<file path="config.mk">
export PLATFORM = sky130hd
export DESIGN_NAME = player_anim_addr_gen_flat
export DESIGN_NICKNAME = d
export VERILOG_FILES = /design/src/rtl/player_anim_addr_gen_if.sv /design/src/rtl/player_anim_addr_gen.sv /design/src/flat_wrapper.sv
export SDC_FILE = /design/constraint.sdc
export NUM_CORES = 1
export LEC_CHECK = 0
export ABC_AREA = 1
export CORE_MARGIN = 2
export CORE_UTILIZATION = 45
export CTS_CLUSTER_SIZE = 10
export DETAILED_ROUTE_END_ITERATION = 10
export PLACE_DENSITY = 0.72
export SETUP_SLACK_MARGIN = 0.5
export SLEW_MARGIN = 20
export SYNTH_ARGS = -nofsm -noshare
export SYNTH_HDL_FRONTEND = slang
export SYNTH_SLANG_ARGS = --single-unit
</file>
<file path="constraint.sdc">
create_clock -name Clk -period 6.35 [get_ports Clk]
set_clock_uncertainty 0.05 [all_clocks]
set_input_delay 1.27 -clock Clk [delete_from_list [all_inputs] [get_ports Clk]]
set_output_delay 1.27 -clock Clk [all_outputs]
set_load 0.05 [all_outputs]
</file>
<file path="src/rtl/player_anim_addr_gen_if.sv">
// rtl/player_anim_addr_gen_if.sv - pixel query bus between scan logic and the animation address generator
// Master supplies scan/sprite position; slave returns ROM address, hit flag and sprite size.
interface player_anim_addr_gen_if;
  logic [9:0]  DrawX;
  logic [9:0]  DrawY;
  logic [9:0]  PlayerX;
  logic [9:0]  PlayerY;
  logic [20:0] address;
  logic        playerOn;
  logic [9:0]  playerHeight;
  logic [9:0]  playerWidth;

  modport master (
    output DrawX, DrawY, PlayerX, PlayerY,
    input  address, playerOn, playerHeight, playerWidth
  );

  modport slave (
    input  DrawX, DrawY, PlayerX, PlayerY,
    output address, playerOn, playerHeight, playerWidth
  );
endinterface

</file>
<file path="src/rtl/player_anim_addr_gen.sv">
// rtl/player_anim_addr_gen.sv - sprite-sheet animation frame sequencer and per-pixel ROM address generator
// One instance per animation; frame_clk rising edges pace the frames, DrawX/DrawY map to a ROM word.
module player_anim_addr_gen #(
  parameter logic [20:0] BASE_ADDR  = 21'd0,
  parameter int          SPRITE_W   = 32,
  parameter int          SPRITE_H   = 48,
  parameter int          NUM_FRAMES = 6,
  parameter int          FRAME_DIV  = 4
) (
  input  logic                  Clk,
  input  logic                  Reset,
  input  logic                  frame_clk,
  input  logic                  enable,
  input  logic                  restart,
  output logic [3:0]            frameIndex,
  player_anim_addr_gen_if.slave pix
);

  localparam logic [20:0] FRAME_WORDS = 21'(SPRITE_W * SPRITE_H);
  localparam logic [7:0]  DIV_LAST    = 8'(FRAME_DIV - 1);
  localparam logic [3:0]  FRAME_LAST  = 4'(NUM_FRAMES - 1);
  localparam logic [10:0] W11         = 11'(SPRITE_W);
  localparam logic [10:0] H11         = 11'(SPRITE_H);

  logic       frameClkD;
  logic       tick;
  logic [7:0] divCnt;

  assign tick = frame_clk & ~frameClkD;

  // restart wins over a coincident tick; enable low freezes both counters
  always_ff @(posedge Clk or posedge Reset) begin
    if (Reset) begin
      frameClkD  <= 1'b0;
      divCnt     <= 8'd0;
      frameIndex <= 4'd0;
    end else begin
      frameClkD <= frame_clk;
      if (restart) begin
        divCnt     <= 8'd0;
        frameIndex <= 4'd0;
      end else if (tick && enable) begin
        if (divCnt == DIV_LAST) begin
          divCnt     <= 8'd0;
          frameIndex <= (frameIndex == FRAME_LAST) ? 4'd0 : frameIndex + 4'd1;
        end else begin
          divCnt <= divCnt + 8'd1;
        end
      end
    end
  end

  logic [10:0] xEnd;
  logic [10:0] yEnd;
  logic        inBox;
  logic [7:0]  relX;
  logic [7:0]  relY;
  logic [20:0] hitAddr;

  // 11-bit box ends so a sprite hanging off the right/bottom edge cannot wrap to column/row 0
  assign xEnd  = {1'b0, pix.PlayerX} + W11;
  assign yEnd  = {1'b0, pix.PlayerY} + H11;
  assign inBox = (pix.DrawX >= pix.PlayerX) && ({1'b0, pix.DrawX} < xEnd) &&
                 (pix.DrawY >= pix.PlayerY) && ({1'b0, pix.DrawY} < yEnd);
  assign relX  = 8'(pix.DrawX - pix.PlayerX);
  assign relY  = 8'(pix.DrawY - pix.PlayerY);

  assign hitAddr = BASE_ADDR
                 + 21'(frameIndex) * FRAME_WORDS
                 + 21'(relY) * 21'(SPRITE_W)
                 + 21'(relX);

  always_ff @(posedge Clk or posedge Reset) begin
    if (Reset) begin
      pix.address  <= 21'd0;
      pix.playerOn <= 1'b0;
    end else if (inBox) begin
      pix.address  <= hitAddr;
      pix.playerOn <= 1'b1;
    end else begin
      pix.address  <= BASE_ADDR;
      pix.playerOn <= 1'b0;
    end
  end

  assign pix.playerHeight = 10'(SPRITE_H);
  assign pix.playerWidth  = 10'(SPRITE_W);

endmodule

</file>
<file path="src/flat_wrapper.sv">
// flat-port wrapper written by rule: the top's interface ports become plain ports
module player_anim_addr_gen_flat 
#(
  parameter logic [20:0] BASE_ADDR  = 21'd0,
  parameter int          SPRITE_W   = 32,
  parameter int          SPRITE_H   = 48,
  parameter int          NUM_FRAMES = 6,
  parameter int          FRAME_DIV  = 4
)
  (Clk, Reset, frame_clk, enable, restart, frameIndex, pix_DrawX, pix_DrawY, pix_PlayerX, pix_PlayerY, pix_address, pix_playerOn, pix_playerHeight, pix_playerWidth);
  player_anim_addr_gen_if pix_i ();
  input  logic Clk;
  input  logic Reset;
  input  logic frame_clk;
  input  logic enable;
  input  logic restart;
  output logic [3:0] frameIndex;
  input wire logic [$bits(pix_i.DrawX)-1:0] pix_DrawX;
  input wire logic [$bits(pix_i.DrawY)-1:0] pix_DrawY;
  input wire logic [$bits(pix_i.PlayerX)-1:0] pix_PlayerX;
  input wire logic [$bits(pix_i.PlayerY)-1:0] pix_PlayerY;
  output wire logic [$bits(pix_i.address)-1:0] pix_address;
  output wire logic [$bits(pix_i.playerOn)-1:0] pix_playerOn;
  output wire logic [$bits(pix_i.playerHeight)-1:0] pix_playerHeight;
  output wire logic [$bits(pix_i.playerWidth)-1:0] pix_playerWidth;
  assign pix_i.DrawX = pix_DrawX;
  assign pix_i.DrawY = pix_DrawY;
  assign pix_i.PlayerX = pix_PlayerX;
  assign pix_i.PlayerY = pix_PlayerY;
  assign pix_address = pix_i.address;
  assign pix_playerOn = pix_i.playerOn;
  assign pix_playerHeight = pix_i.playerHeight;
  assign pix_playerWidth = pix_i.playerWidth;
  player_anim_addr_gen #(.BASE_ADDR(BASE_ADDR), .SPRITE_W(SPRITE_W), .SPRITE_H(SPRITE_H), .NUM_FRAMES(NUM_FRAMES), .FRAME_DIV(FRAME_DIV)) u_core (.Clk(Clk), .Reset(Reset), .frame_clk(frame_clk), .enable(enable), .restart(restart), .frameIndex(frameIndex), .pix(pix_i));
endmodule
</file>
Word level (Yosys, flattened, before mapping)

Index checks and enable logic that the tools add are counted.

Output and inout port bits: 46
Bits in latches: 0
Bits in registers: 35
RAM bits: 0
Memories kept: 0
Memory bits (read-only): 0
Word-level logic and storage cells: 38

Eq/ne operators: 2
Muxes and demuxes: 9
Divide/modulo/power cells: 0
Shifts and indexed selects: 0
$add $sub $neg: 8
Multipliers: 1
Reduce and logical (&&, ||, !) cells: 7
Bitwise operators: 2
Magnitude comparators: 4

Operators with widths:

| kind                    | count |
|---|---|
| $mux W8                 | 3 |
| $add A10 B6 Y11 const B | 2 |
| $lt A10 B11 Y1          | 2 |
| $add A21 B8 Y21         | 1 |
| $mux W21                | 1 |
| $ge A10 B10 Y1          | 2 |
| $add A15 B13 Y16        | 1 |
| $mux W4                 | 4 |
| $sub A8 B8 Y8           | 2 |
| $add A8 B1 Y8 const B   | 1 |
| $eq A8 B2 Y1 const B    | 1 |
| $mul A4 B2 Y6 const B   | 1 |
| $add A4 B1 Y4 const B   | 1 |
| $eq A4 B3 Y1 const B    | 1 |
| $logic_and A1 B1 Y1     | 4 |
| $reduce_bool A2 Y1      | 2 |
| $reduce_and A2 Y1       | 1 |
| $and A1 B1 Y1           | 1 |
| $mux W1                 | 1 |
| $not A1 Y1              | 1 |

Depth between registers and ports, before layout

Gate-level depths: netlist of the first run.

Depth in word-level cells: 6
Mapped depth: 22
Depth with buffers taken out: 22

Worst setup path before layout of the first run

OpenSTA, ideal clock, no wires.

Path type: input-to-reg
Start: input pix_PlayerY[2]
End: register u_core.pix.address[13]
Arrival time: 3.645 ns
Setup slack: 2.535 ns
Buffers on the path: 0
Stages: 16
Cell sequence: inv_1 ha_1 a21oi_1 nand2_1 nand2_1 nand2_1 a21oi_1 xor2_1 inv_1 fa_1 xnor2_1 nor2_1 nand3_1 nor2_1 xor2_1 nor2_2

Cells in the longest elaborated chain, start to end: 4

Ends and longest elaborated chain:

| what                                                          | RTL line                                               | text |
|---|---|---|
| start: declaration                                            | flat_wrapper.sv:21                                     | `input wire logic [$bits(pix_i.PlayerY)-1:0] pix_PlayerY;` |
| $sub A8 B8 Y8 (tied with other cells)                         | player_anim_addr_gen.sv:66                             | `assign relY = 8'(pix.DrawY - pix.PlayerY);` |
| $add A15 B13 Y16 (tied with other cells)                      | player_anim_addr_gen.sv:70                             | `+ 21'(relY) * 21'(SPRITE_W)` |
| $add A21 B8 Y21 / $logic_and A1 B1 Y1 (equally long branches) | player_anim_addr_gen.sv:71, player_anim_addr_gen.sv:64 |  |
| $mux W21 *                                                    | player_anim_addr_gen.sv:77                             | `end else if (inBox) begin` |
| end signal: assignment                                        | player_anim_addr_gen.sv:78                             | `pix.address <= hitAddr;` |
| end: declaration                                              | player_anim_addr_gen_if.sv:20                          | `output address, playerOn, playerHeight, playerWidth` |

Mark *: on every way between the ends. The rest lies on a longest branch, timed or not.
A chain may end at the register's enable or synchronous reset.

Worst setup path after layout of the first run

Ends and elaborated chain as after synthesis.

==> results.md, run 1 <==
- Post-synth top area cell: dfrtp_1
- Clock buffer depth: 2
- Grt total ovfl: 0
- Max Cap Viol: 0
- Pint: 0.478 mW
- Synthesis Warnings: 0
- RR Startpoint: u_core.frameIndex[0]
- Hold Fails Final Rpt: 0
- Area grow syn2layout: 22.1%
- CP Launch Type: input pin
- Placed cell area: 4000 µm²
- Via count: 2923
- Part of the power in registers: 0.256
- Worst Setup End Kind: flip-flop
- Worst VDD drop: 0.0000826 V
- PortBufs: 66
- Yosys top cell area share: 0.232
- Hpwl dp: 5500 µm
- Total Power: 0.882 mW
- Clock power share: 0.164
- Clock-pin transition on the worst setup and hold timing paths: 60 ps
- Post-cts hold buffer count: 0
- Initial Util: 0.463
- Total wire length: 6330 µm
- DR WL/cell: 10.3 µm
- Setup Crit Path Kind: in2reg
- Nets@finish: 615
- Root buffer cell: clkbuf_8
- CP startpoint: pix_PlayerY[2]
- Share of post-route cells with drive strength above 1: 0.0560
- Worst Path Arrival: 4340 ps
- Initial antenna violation count: 0
- Fin. max-slew vios: 0
- Worst Path Max Fanout: 5
- Switching share of power: 0.458
- Total CTS buffers: 5
- H-tree levels: 2
- CTS tree: done
- Post-CTS Repair Setup Buffers: 0
- Post-Layout Inst Area: 4080 µm²
- Die area: 8130 µm²
- Static Leakage: 2.12 nW
- Die height: 90.1 µm
- Setup TNS: 0 ps
- Detailed Routing Iterations Pass 1: 4
- CTS Sinks: 31
- Worst skew pair latency: 280 ps
- N_diodes: 0
- Die width: 90.1 µm
- Global-route wire length before repair: 11200 µm
- Final cycle utilization of the critical path: 0.666
- Seq/Total Area, Yosys: 0.232
- Gr usage total: 0.160
- Core ar.: 7210 µm²
- Least-Margin Pin Slew: 615 ps
- Power per cell area: 216 nW/µm²
- Worst hold start: u_core.divCnt[1]
- # DRC: 0
- Sw Pwr: 0.404 mW
- RSZ-0062 raised after global routing: false
- Synthesized area: 3340 µm²
- Routability Congestion: 0.887
- Core Rows: 31
- Hold slack: 478 ps
- Final setup viols: 0
- Max Clock Freq: 237 MHz
- 1st-iter DRT viols: 107
- Hold Crit Class: reg2reg
- Post-Syn Instances: 449
- Netlist cell types: 34
- Status: completed
- Vias per inst: 4.74
- Largest net degree at the start of global routing: 32
- # resized after CTS: 0
- Vias in the first global route: 2617
- Final worst path period need: 4230 ps
- Combinational power share: 0.580
- Ranking of synthesized cells by area: dfrtp_1 23%, ha_1 18%, nand2_1 9.1%, inv_1 7.8%, buf_4 5.6%
- Syn Area/Cell: 7.44 µm²
- WP data required: 6460 ps
- Routed Antenna Nets: 0
- Layout filler cell count: 723
- Synth Register Bits: 31
- I/O pin cnt: 91
- Slew HR: 0.590
worst paths after layout:
kind	slack, ps	cells past startpoint	to
worst max-delay path	2120	17	u_core.pix.address[13]
worst min register to register	480	2	u_core.divCnt[1]
worst max register to register	3740	10	u_core.pix.address[13]
max in group asynchronous	4510	2	u_core.divCnt[4]
min in group asynchronous	1350	2	u_core.pix.playerOn
worst min-delay path	480	2	u_core.divCnt[1]
Yosys cell counts, drive strengths merged:
cell    count
a21o        1
a21oi      28
a31oi       3
and3        1
buf        28
clkinv      1
conb        2
dfrtp      31
fa          5
ha         48
inv        69
nand2      83
nand3      39
nand3b      3
nand4      12
nor2       47
nor3        5
nor3b       1
nor4        1
o211ai      2
o21a        2
o21ai       6
o21bai      1
o22ai       1
or2         1
xnor2      10
xor2       18
state kept, by name, indices dropped and copies added (netlist names):
signal / flops
u_core.frameIndex: 4
u_core.pix.playerOn: 1
u_core.divCnt: 8
u_core.frameClkD: 1
u_core.pix.address: 17
cell type report:
| class | count | area (µm²) | area share |
|---|---|---|---|
| flip-flops and latches | 31 | 776 | 0.190 |
| clock inverters | 3 | 15.0 | 0.00368 |
| repair buffers | 66 | 661 | 0.162 |
| multi-input cells | 343 | 2170 | 0.533 |
| clock buffers | 5 | 68.8 | 0.0169 |
| inverters | 70 | 263 | 0.0644 |
| well taps | 99 | 124 | 0.0304 |
layer usage:
| metal | track usage | part of all wire |
|---|---|---|
| met4 | 0.0436 | 0.012 |
| met5 | 0 | 0 |
| met3 | 0.0210 | 0.050 |
| met1 | 0.214 | 0.48 |
| met2 | 0.271 | 0.46 |
logic make-up (layout without fill, tap and decap cells):
logic type | Yosys count | after routing | share of synthesized area
XOR/XNOR | 28 | 28 | 0.0734
AO/OA/AOI/OAI | 44 | 44 | 0.0719
other | 2 | 25 | 0.00225
flip-flops | 31 | 31 | 0.232
AND/OR/NAND/NOR | 193 | 193 | 0.267
buffers and inverters | 98 | 144 | 0.143
adder cells (fa/ha/maj) | 53 | 53 | 0.210
cell usage in the layout, fill, tap and decap left out, drive strengths merged, types with 10 or more instances in the layout:
master / netlist / routed
a21oi: 28 / 28
clkdlybuf4s50: 0 / 66
conb: 2 / 25
dfrtp: 31 / 31
ha: 48 / 48
inv: 69 / 69
nand2: 83 / 83
nand3: 39 / 39
nand4: 12 / 12
nor2: 47 / 47
xnor2: 10 / 10
xor2: 18 / 18
power groups by stage:
stage	logic [mW]	clock network, mW	registers (mW)
2_1_floorplan	0.361	0	0.272
3_3_place_gp	0.502	0	0.229
3_5_place_dp	0.512	0	0.230
4_1_cts	0.513	0.150	0.226
5_1_grt	0.578	0.155	0.228
6_report	0.512	0.145	0.226
metrics by stage:
stage	utilization	cells	setup WS (ps)
global placement	0.554	609	1920
finish	0.565	617	2120
detailed placement	0.554	609	1820
floorplan	-	472	2540
CTS	0.565	617	2110
global route	0.565	617	1820
critical path, cell delays in order:
cell and delay (ps):
clkdlybuf4s50_1 450, inv_1 40, ha_1 370, a21oi_1 200, nand2_1 110, nand2_1 150
nand2_1 70, a21oi_1 150, xor2_1 150, inv_1 80, fa_1 470, xnor2_1 180
nor2_1 130, nand3_1 90, nor2_1 180, xor2_1 190, nor2_2 50
Power figures use the tool's default switching activity.
==> run 2, diff against run 1 <==
==> constraint.sdc (replaced) <==
create_clock -name Clk -period 4.4 [get_ports Clk]
set_clock_uncertainty 0.05 [all_clocks]
set_input_delay 0.88 -clock Clk [delete_from_list [all_inputs] [get_ports Clk]]
set_output_delay 0.88 -clock Clk [all_outputs]
set_load 0.05 [all_outputs]
==> run 2 against run 1 <==
Against the previous run: register-to-register slack worse by 1900 ps; combinational power grew 46%; sequential cell count did not move; clock power rose by 43%; non-clock buffer count stayed put; global-route usage shrank 0.12 points; sequential share of layout area is 0.076 points lower; core utilization rose by 0.23 points; largest cell class unchanged; count of clock-buffer cells in the layout did not move; via count decreased by 0.82%; highest routed layer unchanged; die area unchanged; worst hold slack better by 1.1 ps.
==> results.md, run 2 (synthesis results as in run 1) <==
- Status: completed
- Setup Crit Path Kind: in2reg
- Initial Util: 0.463 (unchanged)
- Die area: 8130 µm² (unchanged)
- Sw Pwr: 0.586 mW (+45%)
- Largest regs: u_core.pix.address: 17 flops, u_core.divCnt: 8 flops, u_core.frameIndex: 4 flops
- H-tree levels: 2 (unchanged)
- Largest net degree at the start of global routing: 32 (unchanged)
- Global-route wire length before repair: 11100 µm (-0.62%)
- Worst VDD drop: 0.000115 V (+39%)
- Static Leakage: 2.12 nW (-0.10%)
- Fin. max-slew vios: 0 (unchanged)
- Worst skew pair latency: 280 ps (about the same)
- Final cycle utilization of the critical path: 0.834
- Slew HR: 0.592 (+0.00218)
- Most frequent cells in the layout: 80 x nand2_1, 68 x inv_1, 66 x clkdlybuf4s50_1, 47 x ha_1, 36 x nand3_1
- RSZ-0062 raised after global routing: false
- Detailed Routing Iterations Pass 1: 4 (unchanged)
- Worst Path Max Fanout: 5 (unchanged)
- # resized after CTS: 0 (unchanged)
- Vias in the first global route: 2591 (-0.99%)
- CTS Sinks: 31 (unchanged)
- Nets@finish: 615 (unchanged)
- Gr usage total: 0.159 (-0.00122)
- Final setup viols: 0 (unchanged)
- Layout filler cell count: 726 (+0.41%)
- Largest register FFs: 17 (unchanged)
- Combinational power share: 0.583 (+0.003)
- Commonest non-fill, non-tap cell in the layout: nand2_1
- Post-cts hold buffer count: 0 (unchanged)
- Initial antenna violation count: 0 (unchanged)
- DR WL/cell: 10.3 µm (+0.38%)
- Clock power share: 0.162 (-0.002)
- Least-Margin Pin Slew: 611 ps (-3.27 ps)
- 1st-iter DRT viols: 93 (-13%)
- Core Rows: 31 (unchanged)
- Top reg by flops: u_core.pix.address
- Routed Antenna Nets: 0 (unchanged)
- Post-CTS Repair Setup Buffers: 0 (unchanged)
- Worst Path Arrival: 3780 ps (-560 ps)
- Worst Setup End Kind: flip-flop
- Clock buffer depth: 2 (unchanged)
- Hold Crit Class: reg2reg
- # DRC: 0 (unchanged)
- Max Cap Viol: 0 (unchanged)
- Power per cell area: 312 nW/µm² (+44%)
- Clock-pin transition on the worst setup and hold timing paths: 60 ps (about the same)
- CTS tree: done
- Pint: 0.693 mW (+45%)
- Routability Congestion: 0.887 (unchanged)
- Part of the power in registers: 0.255 (about the same)
- Hpwl dp: 5530 µm (+0.50%)
- Core ar.: 7210 µm² (unchanged)
- N_diodes: 0 (unchanged)
- Setup TNS: 0 ps (unchanged)
- Switching share of power: 0.458 (about the same)
- Root buffer cell: clkbuf_8
- Hold Fails Final Rpt: 0 (unchanged)
- CP Launch Type: input pin
- Setup ws final: 728 ps (-1390 ps)
- Share of post-route cells with drive strength above 1: 0.0676 (+0.0116)
- Via count: 2899 (-0.82%)
- Area grow syn2layout: 22.6%
- Die width: 90.1 µm (unchanged)
- Dpl ws: 254 ps (-1570 ps)
- I/O pin cnt: 91 (unchanged)
- Grt total ovfl: 0 (unchanged)
- Vias per inst: 4.70 (-0.82%)
- Max Clock Freq: 272 MHz
- Die height: 90.1 µm (unchanged)
- WP data required: 4510 ps (-1950 ps)
- Final worst path period need: 3670 ps
- Total CTS buffers: 5 (unchanged)
- PortBufs: 66 (unchanged)
- Total wire length: 6350 µm (+0.38%)
==> run 2: cell types whose count changed in the layout (fill, tap and decap cells not counted) <==
cell	before	now
nor2_2	13	15
ha_2	0	1
nand2_2	2	3
a21oi_2	0	1
nor2_1	33	31
nand2_1	81	80
fa_1	5	4
fa_2	0	1
ha_1	48	47
a21oi_1	28	27
==> run 2: worst paths after layout <==
check | to | slack, ps | start | depth (start not counted)
min reg2reg | u_core.divCnt[1] | 480 | u_core.divCnt[1] | 2
max reg2reg | u_core.pix.address[13] | 1830 | u_core.frameIndex[0] | 10
min | u_core.divCnt[1] | 480 | u_core.divCnt[1] | 2
min in group asynchronous | u_core.pix.address[16] | 960 | Reset | 2
max in group asynchronous | u_core.divCnt[4] | 2950 | Reset | 2
max | u_core.pix.address[13] | 730 | pix_PlayerY[1] | 17
==> run 2: area by class of cell <==
cell class,instances,area [µm²],share of cell area
Clock buffer,5,68.8,0.0168
Tap cell,99,124,0.0302
Clock inverter,3,15.0,0.00367
Sequential cell,31,776,0.189
Inverter,70,263,0.0642
Timing Repair Buffer,66,661,0.161
Multi-Input combinational cell,343,2190,0.534
==> run 2: worst max-delay path: stages <==
cell             delay (ps)
clkdlybuf4s50_1         490
inv_1                    80
ha_1                    300
nand3_1                 110
nand2_1                 110
nand2_2                 120
nand2_1                  60
a21oi_1                 150
xor2_1                  150
inv_1                    90
fa_2                    590
inv_1                    60
nor2_1                  120
nand3_1                 100
nor2_2                  150
xor2_1                  190
nor2_2                   50
==> run 2: power groups by stage <==
| stage | combinational [mW] | clock [mW] | sequential, mW |
|---|---|---|---|
| floorplan | 0.520 | 0 | 0.393 |
| finish | 0.746 | 0.208 | 0.326 |
| CTS | 0.741 | 0.215 | 0.326 |
| global route | 0.845 | 0.223 | 0.329 |
| detailed placement | 0.739 | 0 | 0.332 |
| global placement | 0.724 | 0 | 0.330 |
==> run 2: stage by stage <==
stage                     std cells  instance area (µm²)  hold WS, ps  total power [mW]   util
after floorplan                 472                 3430          429             0.913      -
after global placement          609                 4000          455              1.05  0.554
after detailed placement        609                 4000          469              1.07  0.554
after CTS                       617                 4080          477              1.28  0.565
after global routing            617                 4100          522              1.40  0.568
final                           617                 4100          479              1.28  0.568
==> run 2: per-layer routing <==
metal / wire length [µm] / vias to the layer above / track usage
li1: - / 1529 / -
met1: 2980 / 1282 / 0.208
met2: 2940 / 83 / 0.275
met3: 365 / 5 / 0.0235
met4: 58 / 0 / 0.0385
met5: 0 / - / 0
